$ cat config.mk
export PLATFORM = sky130hd
export DESIGN_NAME = serial_demux8
export DESIGN_NICKNAME = d
export VERILOG_FILES = /design/src/rtl/serial_demux_pkg.sv /design/src/rtl/bit_demux_dec.sv /design/src/rtl/serial_demux8.sv
export SDC_FILE = /design/constraint.sdc
export NUM_CORES = 1
export LEC_CHECK = 0
export BUFFER_PORTS_ARGS = -buffer_cell sky130_fd_sc_hd__buf_2
export CAP_MARGIN = 20
export CELL_PAD_IN_SITES_DETAIL_PLACEMENT = 1
export CELL_PAD_IN_SITES_GLOBAL_PLACEMENT = 2
export CORE_ASPECT_RATIO = 1.75
export CORE_UTILIZATION = 32
export CTS_CLUSTER_DIAMETER = 40
export DETAILED_ROUTE_END_ITERATION = 10
export PLACE_DENSITY = 0.85
export SYNTH_ARGS = -nofsm -noshare
export SYNTH_HDL_FRONTEND = slang
export SYNTH_SLANG_ARGS = --single-unit
$ cat constraint.sdc
create_clock -name clk -period 1.6 [get_ports clk]
set_input_delay 0.08 -clock clk [delete_from_list [all_inputs] [get_ports clk]]
set_output_delay 0.08 -clock clk [all_outputs]
set_load 0.03 [all_outputs]
$ cat src/rtl/serial_demux_pkg.sv
// Shared definitions for the serial 1-to-WIDTH demultiplexer/deserializer.
package serial_demux_pkg;

  // Default word width and the matching index-counter width.
  localparam int WIDTH_DEF = 8;
  localparam int SEL_W_DEF = $clog2(WIDTH_DEF);

  // Index counter at the default width.
  typedef logic [SEL_W_DEF-1:0] sel_t;

  // Output-side occupancy: EMPTY when no word is offered, HELD while one waits.
  // The encoding is chosen so that the state bit is exactly out_valid.
  typedef enum logic {
    ST_EMPTY = 1'b0,
    ST_HELD  = 1'b1
  } out_state_e;

  // Map a bit index within the word (0 = first bit received) to its position
  // in the assembled word.
  function automatic int idx_to_pos(input int sel, input bit lsb_first,
                                    input int width = WIDTH_DEF);
    return lsb_first ? sel : (width - 1 - sel);
  endfunction

endpackage

$ cat src/rtl/bit_demux_dec.sv
// Position decoder: turns the index counter into a one-hot write enable for
// the shadow register, honouring the bit-ordering choice.
module bit_demux_dec
  import serial_demux_pkg::*;
#(
  parameter int WIDTH     = WIDTH_DEF,
  parameter int SEL_W     = $clog2(WIDTH),
  parameter bit LSB_FIRST = 1'b1
) (
  input  logic [SEL_W-1:0] sel,
  output logic [WIDTH-1:0] we
);

  // One-hot decode of sel into the word position it addresses
  always_comb begin
    we = '0;
    for (int i = 0; i < WIDTH; i++) begin
      if (sel == SEL_W'(i)) begin
        we[idx_to_pos(i, LSB_FIRST, WIDTH)] = 1'b1;
      end
    end
  end

endmodule

$ cat src/rtl/serial_demux8.sv
// Serial-in, word-out deserializer. Bits arrive one per input handshake and
// are steered into a shadow register at the position picked by the index
// counter; a finished word moves to out_data and is offered downstream while
// the shadow register keeps collecting the next word.
//
// Handshakes: a transfer happens on a rising edge where valid and ready are
// both 1. A producer holding valid keeps its data stable until the transfer;
// ready never depends combinationally on the same side's valid. in_ready only
// drops for the word-completing bit while a previous word is still waiting
// and is not being taken in this cycle.
module serial_demux8
  import serial_demux_pkg::*;
#(
  parameter int WIDTH     = WIDTH_DEF,      // power of two, at least 2
  parameter int SEL_W     = $clog2(WIDTH),  // derived, leave at default
  parameter bit LSB_FIRST = 1'b1
) (
  input  logic             clk,
  input  logic             rst_n,
  input  logic             in_bit,
  input  logic             in_valid,
  input  logic             in_sync,
  output logic             in_ready,
  output logic [WIDTH-1:0] out_data,
  output logic             out_valid,
  input  logic             out_ready,
  output logic [SEL_W-1:0] sel,
  output logic             sync_err
);

  // Index of the last bit of a word, and the shadow mask for index 0.
  localparam logic [SEL_W-1:0] SEL_LAST  = SEL_W'(WIDTH - 1);
  localparam logic [WIDTH-1:0] POS0_MASK = WIDTH'(1) << idx_to_pos(0, LSB_FIRST, WIDTH);

  logic [WIDTH-1:0] shadow;
  logic [WIDTH-1:0] shadow_nxt;
  logic [WIDTH-1:0] we;
  logic [WIDTH-1:0] merged;
  logic [SEL_W-1:0] sel_nxt;
  logic             at_last;
  logic             acc;
  logic             restart;
  logic             complete;
  out_state_e       state;
  out_state_e       state_nxt;

  bit_demux_dec #(
    .WIDTH     (WIDTH),
    .SEL_W     (SEL_W),
    .LSB_FIRST (LSB_FIRST)
  ) u_dec (
    .sel (sel),
    .we  (we)
  );

  // The next accepted bit would finish the word.
  assign at_last  = (sel == SEL_LAST);

  // Only the finishing bit is held back, and only while the output is occupied
  // and not draining this cycle.
  assign in_ready = !(out_valid && !out_ready && at_last);

  assign acc      = in_valid & in_ready;
  assign restart  = acc & in_sync;
  assign complete = acc & ~in_sync & at_last;

  // Shadow contents with the incoming bit written at the decoded position.
  assign merged   = in_bit ? (shadow | we) : (shadow & ~we);

  // Next shadow/counter: sync restarts at index 0, completion empties the
  // shadow, a plain bit just lands and advances the counter.
  always_comb begin
    shadow_nxt = shadow;
    sel_nxt    = sel;
    if (restart) begin
      shadow_nxt = in_bit ? POS0_MASK : '0;
      sel_nxt    = SEL_W'(1);
    end else if (complete) begin
      shadow_nxt = '0;
      sel_nxt    = '0;
    end else if (acc) begin
      shadow_nxt = merged;
      sel_nxt    = sel + 1'b1;
    end
  end

  // Datapath registers: shadow, counter, output word and sync error pulse
  always_ff @(posedge clk or negedge rst_n) begin
    if (!rst_n) begin
      shadow   <= '0;
      sel      <= '0;
      out_data <= '0;
      sync_err <= 1'b0;
    end else begin
      shadow   <= shadow_nxt;
      sel      <= sel_nxt;
      sync_err <= restart && (sel != '0);
      if (complete) begin
        out_data <= merged;
      end
    end
  end

  // Output occupancy state register
  always_ff @(posedge clk or negedge rst_n) begin
    if (!rst_n) begin
      state <= ST_EMPTY;
    end else begin
      state <= state_nxt;
    end
  end

  // Occupancy transitions: fill on completion, empty on drain without refill
  always_comb begin
    state_nxt = state;
    case (state)
      ST_EMPTY: if (complete) state_nxt = ST_HELD;
      ST_HELD:  if (out_ready && !complete) state_nxt = ST_EMPTY;
    endcase
  end

  // Output decode: the word is offered exactly while HELD
  always_comb begin
    out_valid = (state == ST_HELD);
  end

endmodule

## After elaboration in Yosys (flattened, before gate mapping)

Index checks and enable logic that the tools add are counted.

- Output and inout bits: 14
- Register bits after elaboration: 21
- Word-level logic and storage cells: 51
- Input bits: 6

- Reductions and logical operators: 10
- Mux-type cells: 19
- Add/sub/neg operators: 1
- Eq/ne operators: 7
- Bitwise logic cells: 9

Operators by type and width:

| operator | number |
|---|---|
| 8-bit two-way mux | 4 |
| 3-bit == test (second input constant) | 4 |
| 1-bit two-way mux | 11 |
| 3-bit two-way mux | 3 |
| 8-bit AND | 1 |
| 8-bit inverter | 1 |
| 8-bit OR | 1 |
| 3-bit by 2-bit == test with 1-bit output (second input constant) | 2 |
| 3-bit nonzero test | 2 |
| 1-bit AND | 4 |
| 1-bit logical AND | 4 |
| 3-bit by 1-bit adder with 3-bit output (second input constant) | 1 |
| 3-bit by 1-bit == test with 1-bit output (second input constant) | 1 |
| 1-bit logical NOT | 3 |
| 3-bit logical NOT | 1 |
| 1-bit inverter | 2 |
| 1-bit one-hot mux with 2 select lines | 1 |

## Logic depth before layout (Yosys ltp)

Gate-level depths: netlist (run 1).

- Word-level depth: 11
- Mapped depth: 7
- Depth with buffers taken out: 5

## Hierarchy

From an unflattened synthesis (run 1), not the netlist that was laid out.

- Cell total of the unflattened synthesis: 91
- Area, all modules: 1,171.1 µm²

By module, submodules not included:

| module | area each (µm²) | seq. area each (µm²) | cells each | instances |
|---|---|---|---|---|
| serial_demux8 | 1,106.1 | 525.5 | 83 | 1 |
| bit_demux_dec | 65.1 | 0.0 | 8 | 1 |

## Worst setup path before layout (run 1)

Ideal clock, no wire load.

- Kind: flip-flop to flip-flop
- Start: register sel[0]
- End: register sel[0]
- Cell stages (with the launch flop): 7
- Required time: 1,475 ps
- Path buffers: 1
- Arrival time: 1,885 ps
- Library setup time: 125 ps
- Setup slack: -409 ps
- Clock period less this slack: 2,009 ps
- Path through: dfrtp_1 > ha_1 > ha_1 > buf_2 > nand3b_2 > nand2_2 > mux2_2

- Cells in the longest elaborated chain, start to end: 8
- Elaborated cells between the ends (all ways): 12
- Classes of those cells: add/sub: 1; eq/ne: 1; mux: 3; bitwise: 4; reduce/logical: 3

Ends and longest elaborated chain:

| item | line | RTL |
|---|---|---|
| start: declaration | serial_demux8.sv:27 | `output logic [SEL_W-1:0] sel,` |
| start signal: assignment | serial_demux8.sv:96 | `sel <= sel_nxt;` |
| 3-bit == test * | serial_demux8.sv:57 | `assign at_last = (sel == SEL_LAST);` |
| 1-bit logical AND * | serial_demux8.sv:61 | `assign in_ready = !(out_valid && !out_ready && at_last);` |
| 1-bit logical NOT * | serial_demux8.sv:61 |  |
| named net in_ready | serial_demux8.sv:23 | `output logic in_ready,` |
| 1-bit AND * | serial_demux8.sv:63 | `assign acc = in_valid & in_ready;` |
| 1-bit AND (2 in a row) | serial_demux8.sv:65 | `assign complete = acc & ~in_sync & at_last;` |
| 3-bit two-way mux | serial_demux8.sv:78 | `end else if (complete) begin` |
| 3-bit two-way mux | serial_demux8.sv:75 | `if (restart) begin` |

Mark *: on every way through the listed nets, which the timed path passes. The rest lies on a longest branch. The select of a mux whose other input is x is not followed.
A chain may end at the register's enable or synchronous reset.

## Worst setup path after layout (run 1)

- Start: register sel[0]
- End: register out_data[2]

- Cells in the longest elaborated chain, start to end: 6
- Elaborated cells between the ends (all ways): 12
- Classes of those cells: eq/ne: 2; mux: 2; bitwise: 6; reduce/logical: 2

Ends and longest elaborated chain:

| item | line | RTL |
|---|---|---|
| 3-bit == test | serial_demux8.sv:57 |  |
| 1-bit logical AND | serial_demux8.sv:61 |  |
| 1-bit logical NOT | serial_demux8.sv:61 |  |
| 1-bit AND | serial_demux8.sv:63 |  |
| 1-bit AND (2 in a row) | serial_demux8.sv:65 |  |
| end signal: assignment | serial_demux8.sv:99 | `out_data <= merged;` |
| end: declaration | serial_demux8.sv:24 | `output logic [WIDTH-1:0] out_data,` |

Several ways; a longest one is shown, not always the timed one.

==> results by group, run 1 <==
Status
  – Status: completed

Global route
  – Largest net degree at the start of global routing: 21
  – GRT Overall Usage: 15.8%
  – First-pass GRT wire length: 4.32 mm
  – Total grt overflow: 0
  – Initial antenna violation count: 0
  – Vias in the first global route: 887

CTS
  – Clock buffer count from CTS: 3
  – Clk_lat worst skew: 260 ps
  – TritonCTS clock tree: built
  – Clk buf depth: 2
  – H-tree levels: 1
  – CTS sink count: 20
  – Clock-pin transition on the worst setup and hold timing paths: 80 ps
  – CTS root buffer: clkbuf_8

Layout
  – Reg area: 504 µm²
  – Most frequent cells in the layout: buf_2 (19), dfrtp_1 (17), buf_4 (10), mux2_4 (8)
  – Commonest non-fill, non-tap cell in the layout: buf_2
  – Area of the multi-input gates: 638 µm²
  – Final Cell Area: 1500 µm²
  – Fill count: 391
  – Util after Layout: 44.7%
  – Layout cell share with drive strength beyond 1: 49.6%
  – # diodes: 0
  – Nets: 138
  – Layout area overhead: 34.3%
  – Final non-filler cell total: 170

STA
  – Layout Skew: 5.09 ps
  – RSZ-0062 raised after global routing: yes
  – Clock period minus worst slack: 1600 ps
  – Setup TNS: 0 ps
  – Final Hold Viols: 0
  – Highest Clock Rate: 0.626 GHz
  – Slew margin rel.: 69.1%
  – Least-Margin Pin Slew: 463 ps
  – # setup viols final: 0
  – Fin crit share: 99.9%
  – Max Slew Vio Count: 0

Floorplan
  – Row cnt: 28
  – Die height: 80.3 µm
  – Initial Util: 33.3%
  – Die area: 3750 µm²
  – Num ports: 20
  – Die width: 46.7 µm
  – Core ar.: 3360 µm²

Routing
  – Post-route antenna net violation count: 0
  – Number of DRC markers in iteration 0: 19
  – WL/cell: 15.6 µm
  – Pre-antenna DRT Iters: 3
  – WL final: 2.64 mm
  – Via count: 861
  – DR vias/cell: 5.06
  – DRC viols: 0

Yosys
  – Sequential-to-total area share from yosys stat: 44.7%
  – Post-Syn Area: 1120 µm²
  – Ys Warns: 0
  – FF+latch count, synth: 20
  – Cells after synthesis: 93
  – Synth top area cells: dfrtp_1 (45%), ha_1 (6.7%), mux2_4 (6.7%), mux2_2 (6.0%), and4_1 (3.1%)
  – Number of distinct library cells after synthesis: 29
  – Area leader, netlist: dfrtp_1
  – Syn Nets: 105
  – Yosys top cell area share: 44.7%
  – Mean Syn Cell Area: 12.0 µm²

Worst setup path
  – CP endpoint kind: register
  – Worst path required time: 1750 ps
  – Setup Crit Path Kind: reg2reg
  – Critical path peak fanout: 5
  – Reg2Reg Depth: 5
  – Reg-to-reg slack, setup: 2 ps
  – Reg-to-Reg Start: sel[0]
  – R2r endpoint: out_data[2]
  – Worst Setup Start Kind: register
  – WP data arrival: 1750 ps

Placement
  – Port Buf Inserts: 19
  – Area post-placement: 1340 µm²
  – Post-DP HPWL: 1.86 mm
  – GP Congestion: 0.760
  – Inst Count DP: 159

Min path
  – Worst Hold Depth: 3
  – Min-Delay Path Class: in2reg
  – Worst hold path endpoint: sync_err
  – Hold Crit Start: in_sync

Power
  – Worst vdd ir: 0.000765 V
  – Power density cells: 1260 nW/µm²
  – Leak: 0.000755 µW

Job
  – Max_cap viols: 0
-- logic make-up (layout without fill, tap and decap cells) --
group / Yosys count / count (layout) / share of synthesized area (%)
AOI/OAI and AO/OA: 18 / 18 / 13.0
adders and majority gates: 6 / 6 / 6.70
buffers and inverters: 12 / 44 / 5.47
DFF: 20 / 20 / 44.7
muxes: 14 / 14 / 15.4
and+or+nand+nor: 23 / 23 / 14.7
-- power by group --
part / switching (µW) / total, µW / internal (µW)
Clock: 183 / 517 / 334
Sequential: 85.1 / 693 / 608
Combinational: 387 / 690 / 303
-- per-stage QoR --
step / hold WS (ps) / power, µW / worst slack, ps
after CTS: 107 / 1900 / 0.812
after floorplan: -216 / 1140 / -51.4
after detailed placement: 67.5 / 1350 / -6.57
final: 118 / 1900 / 2.02
after global placement: 62.4 / 1330 / 33.9
after global routing: 141 / 2000 / -41.0
-- cells in the mapped netlist --
library cell / n
or2b_1: 1
ha_1: 6
mux2i_1: 3
nand3b_2: 1
and3_1: 2
nor4bb_1: 2
a22o_1: 2
nand2_1: 3
and3b_2: 1
buf_6: 2
mux2_4: 5
o311ai_0: 1
and4_1: 4
o21bai_1: 1
mux2_2: 6
nand2_2: 1
nor3b_2: 1
nor2_1: 3
a211o_1: 2
a31oi_1: 5
buf_2: 1
a21boi_0: 3
clkbuf_1: 2
a221o_1: 3
a32o_1: 1
inv_1: 7
nand2b_1: 3
dfrtp_1: 20
nor2b_2: 1
-- metal layers --
layer / part of all wire (%) / track usage (%) / up-vias
met5: 0 / 0 / -
met3: 1.3 / 2.02 / 2
li1: - / - / 407
met1: 44 / 20.3 / 443
met4: 1.2 / 5.14 / 0
met2: 53 / 26.3 / 9
-- area by class of cell --
type / count / share of cell area (%)
Clock inverter: 1 / 2.00
Multi-Input combinational cell: 61 / 42.4
Clock buffer: 3 / 2.75
Timing Repair Buffer: 33 / 13.8
Inverter: 7 / 1.75
Sequential cell: 20 / 33.5
Tap cell: 45 / 3.74
-- state kept, by name, summed over array words and instances, names as in the netlist --
signal     flops
out_data       8
shadow         7
sel            3
out_valid      1
sync_err       1
-- critical path, cell delays in order, from the launching register on --
cell	delay, ps
dfrtp_2	460
inv_2	100
ha_4	130
or2b_1	230
mux2_4	310
mux2_4	250
-- how the worst max path moves through the flow --
stage / slack, ps / from / end
2_1_floorplan: -50 / sel[0] / sel[0]
3_3_place_gp: 30 / sel[0] / out_data[2]
3_5_place_dp: -7 / sel[0] / out_data[2]
4_1_cts: 0.8 / sel[0] / out_data[2]
5_1_grt: -40 / sel[0] / out_data[2]
6_report: 2 / sel[0] / out_data[2]
-- what timing repair did --
item	in CTS	in global routing
gates cloned	0	0
setup buffers	1	6
resized for setup	3	9
hold buffers	1	0
pin swaps	0	6
endpoints found under the setup margin	1	7
endpoints found under the hold margin	20	0
Power figures use the tool's default switching activity.
==> run 2, diff against run 1 <==
- ABC_AREA: unset -> 1
- CORE_UTILIZATION: 32 -> 29
==> run 2 against run 1 <==
Effect of this change:
- clock power shrank 33%
- design area shrank 14%
- clock skew decreased by 3.6 ps
- sequential power decreased by 6.2%
- routed wire length is 8.5% lower
- final cell count up 8.8%
- global-route usage decreased by 0.83 points
- total power down 24%
- largest cell class is now sequential cells
==> results by group, run 2 <==
Power
  – Leak: 0.000669 µW
  – Switching Share: 35.4%
  – Sequential power share: 45.1%
  – Worst vdd ir: 0.000472 V
  – Sw power: 510 µW
  – Clock power frac: 23.9%
  – Power density cells: 1110 nW/µm²
  – Logic pwr share: 31.0%
  – Int Pwr: 931 µW

Routing
  – Number of DRC markers in iteration 0: 10
  – Post-route antenna net violation count: 0
  – Pre-antenna DRT Iters: 4
  – Via count: 835
  – WL/cell: 13.1 µm
  – DRC viols: 0
  – DR vias/cell: 4.51
  – WL final: 2.42 mm

CTS
  – TritonCTS clock tree: built
  – CTS sink count: 21
  – H-tree levels: 1
  – Clk buf depth: 2
  – CTS root buffer: clkbuf_8
  – Clk_lat worst skew: 260 ps
  – Clock-pin transition on the worst setup and hold timing paths: 70 ps
  – Clock buffer count from CTS: 3

Layout
  – Reg area: 528 µm²
  – Fill count: 414
  – Largest regs: out_data (8), shadow (8), sel (3)
  – Nets: 153
  – Layout area overhead: 26.7%
  – Area of the multi-input gates: 449 µm²
  – Commonest non-fill, non-tap cell in the layout: nand2_1
  – Most frequent cells in the layout: nand2_1 (27), buf_2 (19), dfrtp_1 (19), inv_1 (13), o21ai_0 (8)
  – # diodes: 0
  – Layout cell share with drive strength beyond 1: 32.1%
  – Util after Layout: 38.4%

Floorplan
  – Row cnt: 28
  – Die area: 3770 µm²
  – Die height: 80.4 µm
  – Core ar.: 3360 µm²
  – Die width: 46.8 µm
  – Num ports: 20
  – Initial Util: 30.3%

Yosys
  – Post-synthesis mux area share: 0%
  – Synth Area in Simple Gates: 18.8%
  – Syn Nets: 124
  – Ys Warns: 0
  – Sequential-to-total area share from yosys stat: 51.5%
  – Synth cell count leaders: nand2_1 (27), dfrtp_1 (21), inv_1 (13)
  – Post-synthesis adder-cell area fraction: 7.36%
  – Post-Syn Area: 1020 µm²
  – Largest family of logic cells by synthesized area: simple AND/OR/NAND/NOR gates
  – Main synth FF type: dfrtp_1
  – Synth Area in Compound Gates: 15.7%
  – Mean Syn Cell Area: 9.10 µm²
  – XOR/XNOR Fraction of Synth Area: 0%
  – Post-synth EDFFs: 0
  – Most common cell in the synthesized netlist: nand2_1
  – Yosys top cell area share: 51.5%
  – Synth top area cells: dfrtp_1 (52%), nand2_1 (9.9%), ha_1 (7.4%), o21ai_2 (5.2%), inv_1 (4.8%)
  – Cells after synthesis: 112
  – Area leader, netlist: dfrtp_1
  – FF+latch count, synth: 21
  – Number of distinct library cells after synthesis: 16
  – Asr flop ratio synth: 100%

Global route
  – Initial antenna violation count: 0
  – GRT Overall Usage: 15.0%
  – Total grt overflow: 0
  – Largest net degree at the start of global routing: 22
  – Vias in the first global route: 871
  – First-pass GRT wire length: 4.04 mm

Worst setup path
  – WP data arrival: 1680 ps
  – CP endpoint kind: register
  – Worst path required time: 1780 ps
  – Critical path peak fanout: 6
  – Setup Crit Path Kind: reg2reg
  – Largest stage delay on the critical path: 430 ps
  – Worst Setup Start Kind: register
  – Worst-path cell chain: ha_2, ha_4, nor2_1, nand2_1, o22ai_1
  – Critical path's slowest cell: dfrtp_2

Placement
  – Post-DP HPWL: 1.90 mm
  – GP Congestion: 0.843
  – Pre-CTS setup slack: 28.4 ps
  – Port Buf Inserts: 19

Min path
  – Min-Delay Path Class: in2reg

Job
  – Max_cap viols: 0

STA
  – Setup ws final: 92.0 ps
  – Highest Clock Rate: 0.663 GHz
  – Least-Margin Pin Slew: 479 ps
  – RSZ-0062 raised after global routing: no
  – Max Slew Vio Count: 0
  – Clock period minus worst slack: 1510 ps
  – Slew margin rel.: 68.1%
  – Layout Skew: 1.46 ps
  – Fin crit share: 94.3%
  – # setup viols final: 0
  – Setup TNS: 0 ps
  – Final Hold Viols: 0

Status
  – Status: completed
==> run 2: cell types whose count changed after synthesis, moves of 4 or more <==
cell,delta
nand2_1,+24
o21ai_0,+8
inv_1,+6
mux2_2,-6
o21ai_2,+6
o22ai_1,+6
a31oi_1,-5
mux2_4,-5
o21ai_1,+5
and4_1,-4
nand3_1,+4
==> run 2: what timing repair did <==
action | 4_1_cts | 5_1_grt
buffers inserted | 0 | 1
endpoints found under the setup margin | 0 | 7
gates resized for setup | 0 | 2
endpoints found under the hold margin | 21 | 0
hold buffers | 1 | 0
==> run 2: cells by family after synthesis <==
family,Yosys count
AO/OA/AOI/OAI,26
adder cells (fa/ha/maj),6
buffers and inverters,16
flip-flops,21
AND/OR/NAND/NOR,43
==> run 2: worst paths after layout <==
kind                             startpoint          end  slack (ps)  cells after the start
worst max-delay path                 sel[0]    shadow[5]          90                      5
worst min-delay path               in_valid       sel[1]         140                      3
worst max register to register       sel[0]    shadow[5]          90                      5
worst min register to register  out_data[4]  out_data[4]         480                      2
max in group asynchronous             rst_n       sel[1]         930                      2
min in group asynchronous             rst_n  out_data[3]         320                      2
==> run 2: power groups by stage <==
stage               clock network, µW  logic [µW]  registers [µW]
floorplan                           0         188             768
global placement                    0         429             656
detailed placement                  0         442             660
CTS                               360         446             649
global route                      382         496             660
finish                            344         447             650
==> run 2: cell type report <==
type / count / share of cell area, %
Multi-Input combinational cell: 75 / 34.8
Inverter: 15 / 4.55
Timing Repair Buffer: 25 / 12.0
Sequential cell: 21 / 40.9
Tap cell: 45 / 4.36
Clock buffer: 4 / 3.48
==> run 2: per-layer routing <==
layer / routed length [µm] / GRT usage [%]
met1: 950 / 16.8
met2: 1380 / 26.7
met3: 35 / 2.02
met4: 55 / 6.00
met5: 0 / 0
==> run 2: critical path: cells and delay by family (launching register included) <==
| family | cells | cell delay [ps] |
|---|---|---|
| compound gates | 1 | 230 |
| fa+ha+maj | 2 | 410 |
| flops | 1 | 430 |
| simple gates | 2 | 360 |
==> run 2: through the flow <==
stage | power [µW] | std cells | cell area [µm²] | hold slack (ps)
floorplan | 956 | 112 | 1030 | -216
detailed placement | 1100 | 179 | 1220 | 72.6
global placement | 1090 | 179 | 1220 | 72.2
finish | 1440 | 185 | 1290 | 139
global route | 1540 | 185 | 1290 | 160
CTS | 1460 | 184 | 1270 | 143
==> run 3, diff against run 2 <==
- ABC_AREA: 1 -> unset
- CORE_MARGIN: unset -> 3
- CORE_UTILIZATION: 29 -> 32
==> run 3 against run 2 <==
Effect of this change:
- routed wire length increased by 11%
- flip-flop and latch count decreased by 1
- fmax decreased by 5.1%
- global-route usage decreased by 0.58 points
- worst setup slack got worse by 81 ps
- first-iteration DRC count decreased by 40%
- largest cell class is now multi-input gates
- highest routed layer unchanged
==> results by group, run 3 (synthesis results as in run 1) <==
STA
  – RSZ-0062 raised after global routing: yes
  – Slew margin rel.: 68.1%
  – Final Hold Viols: 0
  – # setup viols final: 0
  – Least-Margin Pin Slew: 479 ps
  – Layout Skew: 4.87 ps
  – Highest Clock Rate: 0.629 GHz
  – Max Slew Vio Count: 0
  – Fin crit share: 99.3%
  – Clock period minus worst slack: 1590 ps

Global route
  – First-pass GRT wire length: 4.75 mm
  – Largest net degree at the start of global routing: 21
  – Total grt overflow: 0
  – Vias in the first global route: 972
  – GRT Overall Usage: 14.4%
  – Initial antenna violation count: 0

Layout
  – Reg area: 504 µm²
  – Most frequent cells in the layout: buf_2 (20), dfrtp_1 (17), buf_4 (10), mux2_4 (7)
  – Final non-filler cell total: 166
  – Reg with most FFs: out_data
  – Nets: 136
  – Fill count: 385
  – Area of the multi-input gates: 616 µm²
  – Largest register FFs: 8
  – Layout cell share with drive strength beyond 1: 48.0%
  – # diodes: 0
  – Final Cell Area: 1460 µm²
  – Commonest non-fill, non-tap cell in the layout: buf_2
  – Largest regs: out_data (8), shadow (7), sel (3)
  – Layout area overhead: 30.1%

Floorplan
  – Core ar.: 3240 µm²
  – Die width: 50.7 µm
  – Row cnt: 27
  – Num ports: 20
  – Die height: 84.3 µm
  – Initial Util: 34.5%
  – Die area: 4270 µm²

Worst setup path
  – Worst path required time: 1760 ps
  – WP data arrival: 1750 ps
  – Critical path's slowest cell: dfrtp_2
  – Setup Crit Path Kind: reg2reg
  – Worst Setup Start Kind: register
  – Largest stage delay on the critical path: 450 ps
  – R2r endpoint: out_data[2]
  – Crit path to: out_data[2]
  – Reg-to-Reg Start: sel[0]
  – Worst-path cell chain: inv_2, ha_1, or2b_1, mux2_2, mux2_4
  – Critical path peak fanout: 5
  – Crit. Startpoint: sel[0]
  – Reg-to-reg slack, setup: 10 ps
  – Reg2Reg Depth: 5
  – CP endpoint kind: register

CTS
  – TritonCTS clock tree: built
  – CTS root buffer: clkbuf_8
  – H-tree levels: 1
  – Clock-pin transition on the worst setup and hold timing paths: 80 ps
  – Clock buffer count from CTS: 3
  – CTS sink count: 20
  – Clk buf depth: 2
  – Clk_lat worst skew: 270 ps

Placement
  – Port Buf Inserts: 19
  – Inst Count DP: 157
  – Post-DP HPWL: 1.96 mm
  – GP Congestion: 0.767
  – Area post-placement: 1340 µm²

Power
  – Worst vdd ir: 0.000657 V
  – Tot Pwr: 1880 µW
  – Power density cells: 1290 nW/µm²
  – Leak: 0.000741 µW

Min path
  – Min-Delay Path Class: in2reg

Job
  – Max_cap viols: 0

Status
  – Status: completed

Routing
  – Number of DRC markers in iteration 0: 6
  – WL final: 2.69 mm
  – Post-route antenna net violation count: 0
  – DR vias/cell: 5.16
  – DRC viols: 0
  – WL/cell: 16.2 µm
  – Pre-antenna DRT Iters: 2
  – Via count: 856
## run 3: cell count changes in the layout (fill, tap and decap cells not counted), moves of 5 or more
cell | previous run | this run
mux2_4 | 0 | 7
o21ai_0 | 8 | 0
a31oi_1 | 0 | 5
nand2_1 | 27 | 3
buf_4 | 4 | 10
o22ai_1 | 6 | 0
o21ai_2 | 6 | 0
inv_1 | 13 | 5
o21ai_1 | 5 | 0
## run 3: where the power goes
part | total (µW) | switching, µW | internal (µW)
logic | 672 | 382 | 291
clock network | 522 | 188 | 334
registers | 690 | 82.4 | 608
## run 3: cell type report
class | count | area share [%]
Sequential cell | 20 | 34.6
Tap cell | 43 | 3.69
Timing Repair Buffer | 31 | 12.7
Clock buffer | 3 | 2.84
Inverter | 7 | 1.80
Multi-Input combinational cell | 61 | 42.3
Clock inverter | 1 | 2.06
## run 3: repair_timing
| item | in CTS | in global routing |
|---|---|---|
| setup endpoints to repair | 0 | 8 |
| hold buffers | 1 | 0 |
| endpoints found under the hold margin | 20 | 0 |
| resized for setup | 0 | 3 |
| buffers inserted | 0 | 4 |
## run 3: worst max-delay path, delay by kind of cell (launching register included)
kind	cells	cell delay, ps
adders and majority gates	1	170
buffers and inverters	1	70
DFF	1	450
and+or+nand+nor	1	250
muxes	2	540
## run 3: through the flow
step | utilization, % | setup slack [ps] | TNS (ps) | hold WS (ps)
after floorplan | - | -51.4 | -496 | -216
after global placement | 41.4 | 66.2 | 0 | 54.4
after detailed placement | 41.4 | 22.6 | 0 | 67.6
after CTS | 43.9 | 4.17 | 0 | 99.5
after global routing | 44.9 | -43.4 | -187 | 115
final | 44.9 | 11.1 | 0 | 99.9
## run 3: worst min-delay path by stage
| stage | from | slack (ps) | endpoint | depth (start not counted) |
|---|---|---|---|---|
| global route | in_sync | 110 | sync_err | 3 |
| detailed placement | rst_n | 70 | shadow[0] | 1 |
| finish | in_sync | 100 | sync_err | 3 |
| floorplan | rst_n | -220 | out_data[0] | 0 |
| global placement | rst_n | 50 | out_valid | 1 |
| CTS | in_sync | 100 | sync_err | 3 |
## run 3: metal layers
metal / wire length [µm] / global-route usage, % / part of all wire (%) / vias up
li1: - / - / - / 400
met1: 1130 / 16.1 / 42 / 438
met2: 1460 / 26.2 / 54 / 13
met3: 37 / 1.60 / 1.4 / 5
met4: 69 / 6.62 / 2.6 / 0
met5: 0 / 0 / 0 / -
